===== src/rtl/instr_dcd_pkg.sv =====
// Shared definitions for the burst-capable SPI instruction decoder:
// header layout, FSM states and strobe/readback latencies.
package instr_dcd_pkg;

  localparam int unsigned HDR_RW  = 7;
  localparam int unsigned HDR_INC = 6;

  // Cycles from byte_sync to strobe, and from byte_sync to valid data_out.
  localparam int unsigned STROBE_LAT = 1;
  localparam int unsigned DOUT_LAT   = 2;

  typedef enum logic [1:0] {
    IDLE,
    HDR,
    DATA,
    DRAIN
  } state_e;

  function automatic logic hdr_in_range(input logic [5:0] a, input int unsigned count);
    return {26'd0, a} < count;
  endfunction

endpackage


===== src/rtl/instr_dcd_addr_gen.sv =====
// Loadable register-address counter bounded by REG_COUNT; either wraps to 0
// or flags an overflow (holding its value) when stepping past the last register.
module instr_dcd_addr_gen #(
  parameter int unsigned ADDR_W    = 6,
  parameter int unsigned REG_COUNT = 64,
  parameter bit          WRAP_EN   = 1'b1
) (
  input  logic              clk,
  input  logic              rst,
  input  logic              load_i,
  input  logic [ADDR_W-1:0] load_addr_i,
  input  logic              inc_i,
  output logic [ADDR_W-1:0] addr_o,
  output logic              ovf_o
);

  localparam logic [ADDR_W-1:0] LAST = ADDR_W'(REG_COUNT - 1);

  logic [ADDR_W-1:0] addr_q, addr_d;
  logic              last;

  assign last   = (addr_q == LAST);
  assign ovf_o  = inc_i & last & ~WRAP_EN;
  assign addr_o = addr_q;

  always_comb begin
    addr_d = addr_q;
    if (load_i) begin
      addr_d = load_addr_i;
    end else if (inc_i) begin
      if (last) begin
        addr_d = WRAP_EN ? '0 : addr_q;
      end else begin
        addr_d = addr_q + 1'b1;
      end
    end
  end

  always_ff @(posedge clk) begin
    if (rst) begin
      addr_q <= '0;
    end else begin
      addr_q <= addr_d;
    end
  end

endmodule


===== src/rtl/instr_dcd_burst.sv =====
// SPI instruction decoder: header byte then data bytes per frame, issuing
// one-cycle read/write strobes with optional auto-increment bursts.
module instr_dcd_burst
  import instr_dcd_pkg::*;
#(
  parameter int unsigned ADDR_W    = 6,
  parameter int unsigned REG_COUNT = 64,
  parameter bit          BURST_EN  = 1'b1,
  parameter bit          WRAP_EN   = 1'b1
) (
  input  logic              clk,
  input  logic              rst,
  input  logic              byte_sync,
  input  logic              frame_end,
  input  logic [7:0]        data_in,
  output logic [7:0]        data_out,
  output logic              read,
  output logic              write,
  output logic [ADDR_W-1:0] addr,
  input  logic [7:0]        data_read,
  output logic [7:0]        data_write,
  output logic              busy,
  output logic              err
);

  state_e            state_q;
  logic              rw_q, inc_q, read_q, write_q, err_q;
  logic [7:0]        data_out_q, data_write_q;
  logic              hdr_ok, ld, inc, ovf;
  logic [ADDR_W-1:0] hdr_addr;

  assign hdr_addr = ADDR_W'(data_in[5:0]);
  assign hdr_ok   = hdr_in_range(data_in[5:0], REG_COUNT);
  assign ld       = (state_q == IDLE) & byte_sync & hdr_ok;
  // Writes advance after their strobe; reads advance on the byte that requests the next one.
  assign inc      = (write_q & inc_q)
                  | ((state_q == DATA) & byte_sync & ~rw_q & inc_q);

  instr_dcd_addr_gen #(
    .ADDR_W   (ADDR_W),
    .REG_COUNT(REG_COUNT),
    .WRAP_EN  (WRAP_EN)
  ) u_addr_gen (
    .clk        (clk),
    .rst        (rst),
    .load_i     (ld),
    .load_addr_i(hdr_addr),
    .inc_i      (inc),
    .addr_o     (addr),
    .ovf_o      (ovf)
  );

  always_ff @(posedge clk) begin
    if (rst) begin
      state_q      <= IDLE;
      rw_q         <= 1'b0;
      inc_q        <= 1'b0;
      read_q       <= 1'b0;
      write_q      <= 1'b0;
      err_q        <= 1'b0;
      data_out_q   <= '0;
      data_write_q <= '0;
    end else begin
      read_q  <= 1'b0;
      write_q <= 1'b0;
      if (read_q) data_out_q <= data_read;

      unique case (state_q)
        IDLE: begin
          if (byte_sync) begin
            rw_q    <= data_in[HDR_RW];
            inc_q   <= data_in[HDR_INC] & BURST_EN;
            err_q   <= ~hdr_ok;
            state_q <= HDR;
            if (!hdr_ok) begin
              data_out_q <= '0;
            end else if (!data_in[HDR_RW]) begin
              read_q <= 1'b1;
            end
          end
        end
        HDR: state_q <= err_q ? DRAIN : DATA;
        DATA: begin
          if (byte_sync) begin
            if (rw_q) begin
              write_q      <= 1'b1;
              data_write_q <= data_in;
              if (!inc_q) state_q <= DRAIN;
            end else if (ovf) begin
              err_q   <= 1'b1;
              state_q <= DRAIN;
            end else begin
              read_q <= 1'b1;
              if (!BURST_EN) state_q <= DRAIN;
            end
          end
        end
        DRAIN: ;
      endcase

      if (write_q && ovf && state_q == DATA) begin
        err_q   <= 1'b1;
        state_q <= DRAIN;
      end
      if (frame_end) state_q <= IDLE;
    end
  end

  assign data_out   = data_out_q;
  assign read       = read_q;
  assign write      = write_q;
  assign data_write = data_write_q;
  assign err        = err_q;
  assign busy       = (state_q != IDLE);

endmodule


===== config.mk =====
export PLATFORM = sky130hd
export DESIGN_NAME = instr_dcd_burst
export DESIGN_NICKNAME = d
export VERILOG_FILES = /design/src/rtl/instr_dcd_pkg.sv /design/src/rtl/instr_dcd_addr_gen.sv /design/src/rtl/instr_dcd_burst.sv
export SDC_FILE = /design/constraint.sdc
export NUM_CORES = 1
export LEC_CHECK = 0
export ABC_AREA = 1
export CORE_ASPECT_RATIO = 0.5
export CORE_MARGIN = 5
export CORE_UTILIZATION = 44
export CTS_CLUSTER_SIZE = 40
export DETAILED_ROUTE_END_ITERATION = 12
export PLACE_DENSITY = 0.82
export SLEW_MARGIN = 20
export SYNTH_ARGS = -nofsm -noshare
export SYNTH_HDL_FRONTEND = slang
export SYNTH_SLANG_ARGS = --single-unit

===== constraint.sdc =====
create_clock -name clk -period 1.62 [get_ports clk]
set_input_delay 0.162 -clock clk [delete_from_list [all_inputs] [get_ports clk]]
set_output_delay 0.162 -clock clk [all_outputs]
set_load 0.02 [all_outputs]

==> out/results.md, run 1 <==
| Group | Item | Reported |
|:---|:---|:---|
| placement | Standard cell area after detailed placement | 0.00184 mm2 |
| sta | Final worst clock skew | 0.00369 ns |
| critical path | Crit path arrival time | 1.39 ns |
| sta | Final Hold Slack | 0.469 ns |
| global routing | Number of antenna violations at the first check in global routing | 0 |
| clock tree | Number of buffers inserted during clock tree synthesis | 3 |
| clock tree | Clock latency on the worst-skew pair | 0.28 ns |
| final layout | Number of standard cells in the layout, taps in and fillers out | 279 |
| placement | Buffers on Ports | 44 |
| min path | Worst min-delay path class | in -> reg |
| critical path | Setup crit start kind | flip-flop |
| global routing | Met2 track utilization from global routing | 32.3% |
| route | Post-route ant nets | 0 |
| floorplan | Top-Level Pins | 46 |
| power | Pwr Total | 0.00159 W |
| route | Drt initial violations | 80 |
| power | Power per standard cell area | 833 mW/mm2 |
| sta | Achievable clock frequency | 646 MHz |
| floorplan | Chip width | 87.7 um |
| critical path | List of cells traversed by the critical path | clkdlybuf4s50_1 |
| floorplan | Die extent in y | 48.8 um |
| sta | Count of endpoints failing setup in the final report | 0 |
| sta | Hold Vio Cnt, Final | 0 |
| final layout | Final layout net count | 266 |
| clock tree | Total of hold buffers inserted after clock tree synthesis | 0 |
| clock tree | Clock root cell | sky130_fd_sc_hd__clkbuf_8 |
| clock tree | Post-CTS clock slew at the launch and capture registers of the worst setup and hold paths | 0.09 ns |
| critical path | Kind of critical path | reg -> out |
| final layout | Total inserted antenna cells | 0 |
| power | Leak pwr | 0.810 nW |
| sta | Final Cycle Share | 95.6% |
| floorplan | Starting utilization of the core area | 45.1% |
| global routing | M1 GR Usage | 20.9% |
| synth | Synthesis warning total | 0 |
| floorplan | Die area | 0.00428 mm2 |
| run | Count of max-cap constraint violations | 0 |
| final layout | Layout-stage area growth over the synthesis result | 43.8% |
| power | Worst IR drop on VDD | 0.397 mV |
| critical path | Critical-path cell with the highest stage delay | sky130_fd_sc_hd__clkdlybuf4s50_1 |
| synth | Register bit count reported by yosys | 28 |
| final layout | Area used by sequential logic in the layout | 561 um2 |
| global routing | Global routing usage on met3 | 3.54% |
| global routing | Largest net degree at the start of global routing | 16 |
| status | Status | completed |
| critical path | Data required time of the critical path | 1.46 ns |
| route | Routed WL | 3670 um |
| critical path | Endpoint type of the worst setup path | primary output |
| route | Average wire per cell in the routed design | 13.1 um |
| global routing | Via count of the first global-routing pass | 1363 |
| route | Drt first pass iters | 4 |
| global routing | Sum of overflow across all layers after global routing | 0 |
| sta | Total Negative Setup Slacks | 0 ns |
| sta | Final Max Slew Viols | 0 |
| final layout | Cell area after layout | 0.00191 mm2 |
| synth | Average instance area after synthesis | 7.10 um2 |
| placement | HPWL after DPL | 2740 um |
| synth | Netlist cell types | 23 |
| route | Number of remaining DRC errors | 0 |
| floorplan | Standard-cell row count | 14 |
| synth | Number of nets produced by synthesis | 213 |
| critical path | Critical Path Fanout Max | 6 |
| final layout | Share of post-route cells with drive strength above 1 | 9.21% |
| final layout | Area taken by multi-input logic gates | 673 um2 |
| critical path | Largest incremental delay on the critical path | 0.65 ns |
| floorplan | Core region area | 0.00294 mm2 |
| critical path | Worst path bufs/invs | 1 |
| clock tree | Number of levels in the clock H-tree | 1 |
| sta | Period minus WS final | 1.55 ns |
| placement | Post-Place Cells | 274 |
| synth | Post-synthesis cell count | 187 |
| synth | Post-synthesis cell area | 0.00133 mm2 |
| route | Via density per instance | 5.03 |
| final layout | Number of fillers in the final layout | 258 |
| sta | Setup repair after global routing missed its margin | false |
| clock tree | Maximum number of buffers from clock root to sink | 2 |
| clock tree | Clock tree from TritonCTS | yes |
| placement | Final weighted congestion of routability-driven global placement | 0.864 |
| synth | Seq/Total Area, Yosys | 42.2% |
| critical path | Top cell family by delay on the critical path | buffers and inverters |
| final layout | Highest-count cells in the layout ignoring fill and taps | sky130_fd_sc_hd__clkdlybuf4s50_1 (43), sky130_fd_sc_hd__nand2_1 (41), sky130_fd_sc_hd__nor2_1 (35) |
| clock tree | Sinks on the clock net | 28 |
| global routing | GR Util All Layers | 17.5% |
| global routing | Global routing's busiest layer | met2 |
| route | Number of vias in the routed layout | 1403 |
| global routing | First-pass GRT wire length | 6090 um |
| final layout | Leading cell type in the layout, fill and taps excluded | sky130_fd_sc_hd__clkdlybuf4s50_1 |
-- final cells by class --
cell class | count | share of cell area (%)
inverters | 17 | 3.34
repair buffers | 53 | 26.5
well taps | 40 | 2.62
clock buffers | 4 | 2.88
multi-input cells | 137 | 35.3
flip-flops and latches | 28 | 29.4
-- per-layer routing --
metal  vias up  routed length (um)
li1        708                   -
met5         -                   0
met1       642                1500
met3         8                 178
met2        45                1930
met4         0                  59
-- repair_timing --
| action | CTS | global route |
|---|---|---|
| gates resized for setup | 1 | 2 |
| pin swaps | 0 | 1 |
| gates cloned | 0 | 0 |
| setup endpoints to repair | 1 | 5 |
| buffers inserted | 0 | 1 |
-- synthesized netlist by cell type --
| master | number | area, um2 |
|---|---|---|
| sky130_fd_sc_hd__o21ai_0 | 13 | 65.1 |
| sky130_fd_sc_hd__nand3_4 | 1 | 17.5 |
| sky130_fd_sc_hd__o21ai_1 | 2 | 10.0 |
| sky130_fd_sc_hd__nand2_1 | 42 | 158 |
| sky130_fd_sc_hd__inv_1 | 12 | 45.0 |
| sky130_fd_sc_hd__o211a_1 | 1 | 10.0 |
| sky130_fd_sc_hd__nand3_1 | 13 | 65.1 |
| sky130_fd_sc_hd__nor4_1 | 2 | 12.5 |
| sky130_fd_sc_hd__dfxtp_1 | 28 | 561 |
| sky130_fd_sc_hd__inv_2 | 5 | 18.8 |
| sky130_fd_sc_hd__nor2_2 | 2 | 12.5 |
| sky130_fd_sc_hd__o22ai_1 | 1 | 6.26 |
| sky130_fd_sc_hd__buf_4 | 1 | 7.51 |
| sky130_fd_sc_hd__clkbuf_1 | 2 | 7.51 |
| sky130_fd_sc_hd__nor3_1 | 1 | 5.00 |
| sky130_fd_sc_hd__conb_1 | 1 | 3.75 |
| sky130_fd_sc_hd__o21bai_1 | 1 | 7.51 |
| sky130_fd_sc_hd__nor2_1 | 35 | 131 |
| sky130_fd_sc_hd__nand4_1 | 4 | 25.0 |
| sky130_fd_sc_hd__or2_1 | 1 | 6.26 |
| sky130_fd_sc_hd__ha_1 | 6 | 75.1 |
| sky130_fd_sc_hd__buf_6 | 2 | 22.5 |
| sky130_fd_sc_hd__a21oi_1 | 11 | 55.1 |
-- worst reg2reg max path, stage by stage (launching register included) --
cell and delay, ns:
sky130_fd_sc_hd__dfxtp_1 0.32, sky130_fd_sc_hd__buf_4 0.14, sky130_fd_sc_hd__ha_1 0.21, sky130_fd_sc_hd__nand4_1 0.25
sky130_fd_sc_hd__nand3_4 0.16, sky130_fd_sc_hd__inv_2 0.12, sky130_fd_sc_hd__nor2_1 0.05, sky130_fd_sc_hd__nor2_1 0.11
sky130_fd_sc_hd__nor2_2 0.04
-- registers in the layout, summed over array words and instances (netlist names) --
name               flops
inc_q                  1
state_q                2
read                   1
data_out               8
u_addr_gen.addr_o      6
write                  1
data_write             8
rw_q                   1
-- through the flow --
stage	utilization (%)	worst slack [ns]
after floorplan	-	0.242
after global placement	62.5	0.0652
after global routing	64.9	0.00138
after detailed placement	62.5	0.0416
after CTS	64.4	0.00357
final	64.9	0.0716
-- power breakdown --
group / internal [W] / switching (W)
Sequential: 0.000729 / 0.0000376
Combinational: 0.000179 / 0.000210
Clock: 0.000218 / 0.000217
-- cell families after synthesis --
kind of cell,count (synthesis),share of synthesized area (%)
AOI/OAI and AO/OA,29,11.6
adders and majority gates,6,5.65
buffers and inverters,22,7.63
DFF,28,42.2
other,1,0.282
and+or+nand+nor,101,32.6
-- final timing paths --
kind                                     start                                 to  slack [ns]  cells past startpoint
min                               data_read[3]           data_out[3]$_SDFFE_PP0P_        0.47                      3
min reg2reg         data_write[7]$_SDFFE_PP0P_         data_write[7]$_SDFFE_PP0P_        0.47                      2
max          u_addr_gen.addr_o[0]$_SDFFE_PP0P_                            addr[0]        0.07                      1
max reg2reg            state_q[1]$_SDFFE_PP0P_  u_addr_gen.addr_o[3]$_SDFFE_PP0P_        0.12                      8
(Power assumes the default switching activity.)
==> inputs of run 2 (changes only) <==
--- a/config.mk
+++ b/config.mk
@@ -6,12 +6,13 @@
 export NUM_CORES = 1
 export LEC_CHECK = 0
 export ABC_AREA = 1
-export CORE_ASPECT_RATIO = 0.5
 export CORE_MARGIN = 5
-export CORE_UTILIZATION = 44
+export CORE_UTILIZATION = 61
 export CTS_CLUSTER_SIZE = 40
 export DETAILED_ROUTE_END_ITERATION = 12
-export PLACE_DENSITY = 0.82
+export DONT_BUFFER_PORTS = 1
+export GPL_TIMING_DRIVEN = 1
+export PLACE_DENSITY = 0.81
 export SLEW_MARGIN = 20
 export SYNTH_ARGS = -nofsm -noshare
 export SYNTH_HDL_FRONTEND = slang
==> run 2 against run 1 <==
  * Wire length shrank 7.4%
  * Sequential share of layout area is 5.6 points higher
  * Worst setup slack better by 0.082 ns
  * Via count shrank 6.5%
  * Register-to-register slack improved by 0.03 ns
  * Clock power up 5.1%
  * Sequential cell count unchanged
  * Die area decreased by 25%
  * Critical endpoint is now u_addr_gen.addr_o[3]$_SDFFE_PP0P_
==> out/results.md, run 2 (same netlist as run 1, synthesis figures left out) <==
| Group | Item | Reported |
|:---|:---|:---|
| status | Status | completed |
| route | Via density per instance | 5.54 |
| min path | Worst min-delay path class | in -> reg |
| min path | WHS Path Cells | 2 |
| final layout | Total inserted antenna cells | 0 |
| clock tree | Number of levels in the clock H-tree | 1 |
| clock tree | Number of buffers inserted during clock tree synthesis | 3 |
| clock tree | Clock root cell | sky130_fd_sc_hd__clkbuf_4 |
| clock tree | Sinks on the clock net | 28 |
| final layout | Layout-stage area growth over the synthesis result | 21.4% |
| placement | Post-Place Cells | 214 |
| floorplan | Core region area | 0.00202 mm2 |
| placement | HPWL after DPL | 2280 um |
| route | Number of vias in the routed layout | 1312 |
| critical path | Worst reg-to-reg path cell count | 9 |
| route | Routed WL | 3390 um |
| final layout | Number of standard cells in the layout, taps in and fillers out | 237 |
| global routing | Sum of overflow across all layers after global routing | 0 |
| clock tree | Clock tree from TritonCTS | yes |
| floorplan | Starting utilization of the core area | 65.7% |
| sta | Worst Max-Slew Pin Slew | 0.500 ns |
| clock tree | Post-CTS clock slew at the launch and capture registers of the worst setup and hold paths | 0.15 ns |
| run | Count of max-cap constraint violations | 0 |
| route | Average wire per cell in the routed design | 14.3 um |
| sta | Final Cycle Share | 90.5% |
| power | Leak pwr | 0.705 nW |
| route | Drt initial violations | 40 |
| placement | Final weighted congestion of routability-driven global placement | 0.822 |
| sta | Achievable clock frequency | 682 MHz |
| power | Power per standard cell area | 950 mW/mm2 |
| sta | Hold Vio Cnt, Final | 0 |
| sta | Count of endpoints failing setup in the final report | 0 |
| final layout | Highest-count cells in the layout ignoring fill and taps | sky130_fd_sc_hd__nand2_1 (41), sky130_fd_sc_hd__nor2_1 (34), sky130_fd_sc_hd__dfxtp_1 (26) |
| clock tree | Setup fix buffers added after clock tree synthesis | 0 |
| floorplan | Top-Level Pins | 46 |
| floorplan | Die extent in y | 56.7 um |
| min path | Worst min-delay path endpoint | inc_q$_SDFFE_PP0P_ |
| sta | Final Max Slew Viols | 0 |
| critical path | End of the worst register-to-register path | u_addr_gen.addr_o[3]$_SDFFE_PP0P_ |
| route | Post-route ant nets | 0 |
| global routing | Number of antenna violations at the first check in global routing | 0 |
| power | Worst IR drop on VDD | 0.749 mV |
| global routing | GR Util All Layers | 21.0% |
| critical path | Data required time of the critical path | 1.91 ns |
| sta | Period minus WS final | 1.47 ns |
| global routing | Largest net degree at the start of global routing | 17 |
| placement | Buffers on Ports | 0 |
| critical path | Worst setup slack for register-to-register paths | 0.15 ns |
| critical path | Endpoint type of the worst setup path | flip-flop |
| min path | Hold_sp | data_in[6] |
| sta | Worst slew margin relative to its limit | 66.6% |
| final layout | Final layout net count | 237 |
| critical path | Critical Path Fanout Max | 8 |
| floorplan | Chip width | 56.7 um |
| global routing | First-pass GRT wire length | 5380 um |
| clock tree | Clock latency on the worst-skew pair | 0.33 ns |
| sta | Total Negative Setup Slacks | 0 ns |
| route | Drt first pass iters | 4 |
| critical path | Kind of critical path | reg -> reg |
| floorplan | Standard-cell row count | 16 |
| critical path | Crit path arrival time | 1.75 ns |
| route | Number of remaining DRC errors | 0 |
| floorplan | Die area | 0.00321 mm2 |
| final layout | Share of post-route cells with drive strength above 1 | 10.0% |
| critical path | Setup crit start kind | flip-flop |
| final layout | Leading cell type in the layout, fill and taps excluded | sky130_fd_sc_hd__nand2_1 |
| sta | Final worst clock skew | 0.00853 ns |
| global routing | Via count of the first global-routing pass | 1184 |
| critical path | Crit Reg-Reg Startpoint | state_q[0]$_SDFFE_PP0P_ |
| clock tree | Maximum number of buffers from clock root to sink | 2 |
[run 2: cell count changes in the layout (fill, tap and decap cells not counted), sizes merged]
cell	delta
buf	-4
bufinv	+1
clkbuf	-1
clkdlybuf4s50	-43
dlygate4sd2	-1
dlygate4sd3	+19
[run 2: how the worst max path moves through the flow]
stage | slack, ns | end | from | depth (start not counted)
3_3_place_gp | 0.19 | u_addr_gen.addr_o[5]$_SDFFE_PP0P_ | state_q[0]$_SDFFE_PP0P_ | 9
4_1_cts | 0.001 | u_addr_gen.addr_o[3]$_SDFFE_PP0P_ | state_q[0]$_SDFFE_PP0P_ | 9
3_5_place_dp | 0.06 | u_addr_gen.addr_o[3]$_SDFFE_PP0P_ | state_q[0]$_SDFFE_PP0P_ | 9
5_1_grt | -0.04 | u_addr_gen.addr_o[3]$_SDFFE_PP0P_ | state_q[0]$_SDFFE_PP0P_ | 9
6_report | 0.15 | u_addr_gen.addr_o[3]$_SDFFE_PP0P_ | state_q[0]$_SDFFE_PP0P_ | 9
2_1_floorplan | 0.24 | u_addr_gen.addr_o[3]$_SDFFE_PP0P_ | state_q[0]$_SDFFE_PP0P_ | 9
[run 2: what timing repair did]
action / in CTS / in global routing
hold buffers: 11 / 8
setup endpoints to repair: 0 / 6
gates resized for setup: 0 / 4
endpoints found under the hold margin: 24 / 13
[run 2: layout make-up]
| class | count | area [um2] |
|---|---|---|
| multi-input cells | 137 | 671 |
| flip-flops and latches | 28 | 563 |
| fillers | 155 | 410 |
| repair buffers | 24 | 228 |
| inverters | 17 | 63.8 |
| well taps | 27 | 33.8 |
| clock inverters | 1 | 30.0 |
| clock buffers | 3 | 22.5 |
[run 2: critical path, stage by stage (launching register included)]
cell,delay [ns]
sky130_fd_sc_hd__dfxtp_2,0.39
sky130_fd_sc_hd__inv_1,0.08
sky130_fd_sc_hd__ha_1,0.25
sky130_fd_sc_hd__nand2_2,0.15
sky130_fd_sc_hd__inv_2,0.10
sky130_fd_sc_hd__nor2_2,0.14
sky130_fd_sc_hd__nand2_1,0.06
sky130_fd_sc_hd__nor2_1,0.12
sky130_fd_sc_hd__nor2_1,0.07
sky130_fd_sc_hd__nor2_2,0.07
[run 2: report_power, final]
part	switching, W	internal [W]	total (W)
clock network	0.000207	0.000250	0.000457
logic	0.000159	0.000114	0.000272
registers	0.0000704	0.000731	0.000801
total	0.000435	0.00109	0.00153
[run 2: layer usage]
layer	part of all wire, %	wire [um]	up-vias	GRT usage (%)
met5	0	0	-	0
met4	0.91	31	0	7.80
met3	9.8	333	4	6.88
met2	50	1700	54	36.1
met1	39	1330	606	23.8
li1	-	-	648	-
[run 2: per-stage QoR]
| step | area (um2) | util, % | worst slack (ns) | total power, W | hold slack, ns |
|---|---|---|---|---|---|
| floorplan | 1330 | - | 0.242 | 0.000987 | 0.231 |
| global placement | 1360 | 67.3 | 0.189 | 0.00102 | 0.231 |
| detailed placement | 1360 | 67.3 | 0.0641 | 0.00103 | 0.233 |
| CTS | 1520 | 75.4 | 0.00119 | 0.00151 | -0.137 |
| global route | 1610 | 79.7 | -0.0381 | 0.00161 | 0.0260 |
| finish | 1610 | 79.7 | 0.154 | 0.00153 | 0.0218 |
==> inputs of run 3 (changes only) <==
--- a/config.mk
+++ b/config.mk
@@ -12,6 +12,7 @@
 export DETAILED_ROUTE_END_ITERATION = 12
 export DONT_BUFFER_PORTS = 1
 export GPL_TIMING_DRIVEN = 1
+export HOLD_SLACK_MARGIN = 0.06
 export PLACE_DENSITY = 0.81
 export SLEW_MARGIN = 20
 export SYNTH_ARGS = -nofsm -noshare
==> run 3 against run 2 <==
  * Cell area rose by 0.62%
  * Wire length fell by 0.62%
  * Clock skew up 0.0044 ns
  * Worst hold slack improved by 0.032 ns
  * Power rose by 0.53%
==> out/results.md, run 3 (same netlist as run 1, synthesis figures left out) <==
| Group | Item | Reported |
|:---|:---|:---|
| status | Status | completed |
| min path | Worst min-delay path class | in -> reg |
| power | Leak pwr | 0.709 nW |
| critical path | Top cell family by delay on the critical path | simple AND/OR/NAND/NOR gates |
| global routing | Number of antenna violations at the first check in global routing | 0 |
| route | Drt first pass iters | 4 |
| sta | Slack of the critical path | 0.165 ns |
| final layout | Highest-count cells in the layout ignoring fill and taps | sky130_fd_sc_hd__nand2_1 (41), sky130_fd_sc_hd__nor2_1 (34), sky130_fd_sc_hd__dfxtp_1 (26) |
| floorplan | Starting utilization of the core area | 65.7% |
| route | Routed WL | 3370 um |
| placement | HPWL after DPL | 2280 um |
| critical path | Critical-path cell with the highest stage delay | sky130_fd_sc_hd__dfxtp_2 |
| sta | Final Max Slew Viols | 0 |
| final layout | Final layout net count | 238 |
| global routing | GR Util All Layers | 20.8% |
| floorplan | Top-Level Pins | 46 |
| sta | Final Hold Slack | 0.0533 ns |
| sta | Period minus WS final | 1.46 ns |
| sta | Final Cycle Share | 89.8% |
| route | Number of remaining DRC errors | 0 |
| floorplan | Chip width | 56.7 um |
| global routing | Via count of the first global-routing pass | 1184 |
| critical path | Kind of critical path | reg -> reg |
| final layout | Number of fillers in the final layout | 151 |
| sta | Achievable clock frequency | 687 MHz |
| clock tree | Sinks on the clock net | 28 |
| clock tree | Clock latency on the worst-skew pair | 0.34 ns |
| route | Via density per instance | 5.48 |
| critical path | Critical Path Fanout Max | 8 |
| placement | Final weighted congestion of routability-driven global placement | 0.822 |
| final layout | Cell area after layout | 0.00162 mm2 |
| sta | Count of endpoints failing setup in the final report | 0 |
| final layout | Leading cell type in the layout, fill and taps excluded | sky130_fd_sc_hd__nand2_1 |
| global routing | Sum of overflow across all layers after global routing | 0 |
| run | Count of max-cap constraint violations | 0 |
| final layout | Total inserted antenna cells | 0 |
| critical path | Largest incremental delay on the critical path | 0.38 ns |
| clock tree | Clock tree from TritonCTS | yes |
| sta | Worst Max-Slew Pin Slew | 0.522 ns |
| route | Post-route ant nets | 0 |
| final layout | Area taken by multi-input logic gates | 671 um2 |
| sta | Final worst clock skew | 0.0129 ns |
| final layout | Area used by sequential logic in the layout | 563 um2 |
| floorplan | Standard-cell row count | 16 |
| global routing | First-pass GRT wire length | 5380 um |
| clock tree | Post-CTS clock slew at the launch and capture registers of the worst setup and hold paths | 0.16 ns |
| route | Average wire per cell in the routed design | 14.2 um |
| clock tree | Number of buffers inserted during clock tree synthesis | 3 |
| clock tree | Clock root cell | sky130_fd_sc_hd__clkbuf_4 |
| critical path | Setup crit start kind | flip-flop |
| sta | Hold Vio Cnt, Final | 0 |
| placement | Standard cell area after detailed placement | 0.00136 mm2 |
| critical path | List of cells traversed by the critical path | inv_1 -> ha_1 -> nand2_2 -> inv_2 -> nor2_2 -> nand2_1 -> nor2_1 -> nor2_1 -> nor2_2 |
| clock tree | Setup fix buffers added after clock tree synthesis | 0 |
| global routing | Largest net degree at the start of global routing | 17 |
| power | Worst IR drop on VDD | 0.759 mV |
| floorplan | Core region area | 0.00202 mm2 |
| floorplan | Die area | 0.00321 mm2 |
| final layout | Layout-stage area growth over the synthesis result | 22.1% |
| clock tree | Number of levels in the clock H-tree | 1 |
| sta | Worst slew margin relative to its limit | 65.1% |
| critical path | Data required time of the critical path | 1.91 ns |
| critical path | Crit path arrival time | 1.75 ns |
| critical path | Endpoint type of the worst setup path | flip-flop |
| route | Number of vias in the routed layout | 1305 |
| placement | Buffers on Ports | 0 |
| final layout | Share of post-route cells with drive strength above 1 | 9.95% |
| placement | Dpl ws | 0.0641 ns |
| clock tree | Maximum number of buffers from clock root to sink | 2 |
| route | Drt initial violations | 43 |
| power | Power per standard cell area | 949 mW/mm2 |
| floorplan | Die extent in y | 56.7 um |
| critical path | Worst path bufs/invs | 2 |
[run 3: changes by cell type in the layout (fill, tap and decap cells not counted), sizes merged]
cell / previous run / this run
dlygate4sd3: 19 / 20
[run 3: report_power, final]
group	switching (W)	total [W]	internal, W
Combinational	0.000160	0.000275	0.000115
Clock	0.000211	0.000462	0.000250
Sequential	0.0000703	0.000801	0.000731
[run 3: timing repair]
item                                   4_1_cts  5_1_grt
endpoints found under the hold margin       26       14
hold buffers                                13        7
setup endpoints to repair                    0        6
gates resized for setup                      0        4
[run 3: final timing paths]
path | start | endpoint | slack (ns) | depth (start not counted)
min | data_in[5] | u_addr_gen.addr_o[5]$_SDFFE_PP0P_ | 0.05 | 4
max reg2reg | state_q[0]$_SDFFE_PP0P_ | u_addr_gen.addr_o[3]$_SDFFE_PP0P_ | 0.16 | 9
min reg2reg | rw_q$_SDFFE_PP0P_ | write$_SDFF_PP0_ | 0.50 | 2
max | state_q[0]$_SDFFE_PP0P_ | u_addr_gen.addr_o[3]$_SDFFE_PP0P_ | 0.16 | 9
[run 3: area by class of cell]
class                   count  share of cell area [%]
flip-flops and latches     28                    34.7
inverters                  17                    3.94
repair buffers             25                    14.7
clock buffers               3                    1.39
well taps                  27                    2.08
multi-input cells         137                    41.4
clock inverters             1                    1.85
[run 3: layer usage]
metal / vias up / track usage (%) / share of wire, %
li1: 650 / - / -
met1: 595 / 23.8 / 40
met2: 55 / 35.6 / 49
met3: 5 / 6.88 / 9.6
met4: 0 / 7.80 / 1.3
met5: - / 0 / 0
[run 3: through the flow]
| stage | TNS, ns | util, % | power, W | cells |
|---|---|---|---|---|
| 3_5_place_dp | 0 | 67.3 | 0.00103 | 214 |
| 2_1_floorplan | 0 | - | 0.000987 | 187 |
| 3_3_place_gp | 0 | 67.3 | 0.00102 | 214 |
| 5_1_grt | -0.0366 | 80.2 | 0.00161 | 238 |
| 6_report | 0 | 80.2 | 0.00154 | 238 |
| 4_1_cts | 0 | 76.4 | 0.00152 | 231 |
[run 3: worst register-to-register path: stages (launching register included)]
cell	delay (ns)
sky130_fd_sc_hd__dfxtp_2	0.38
sky130_fd_sc_hd__inv_1	0.08
sky130_fd_sc_hd__ha_1	0.25
sky130_fd_sc_hd__nand2_2	0.16
sky130_fd_sc_hd__inv_2	0.10
sky130_fd_sc_hd__nor2_2	0.14
sky130_fd_sc_hd__nand2_1	0.06
sky130_fd_sc_hd__nor2_1	0.12
sky130_fd_sc_hd__nor2_1	0.07
sky130_fd_sc_hd__nor2_2	0.07
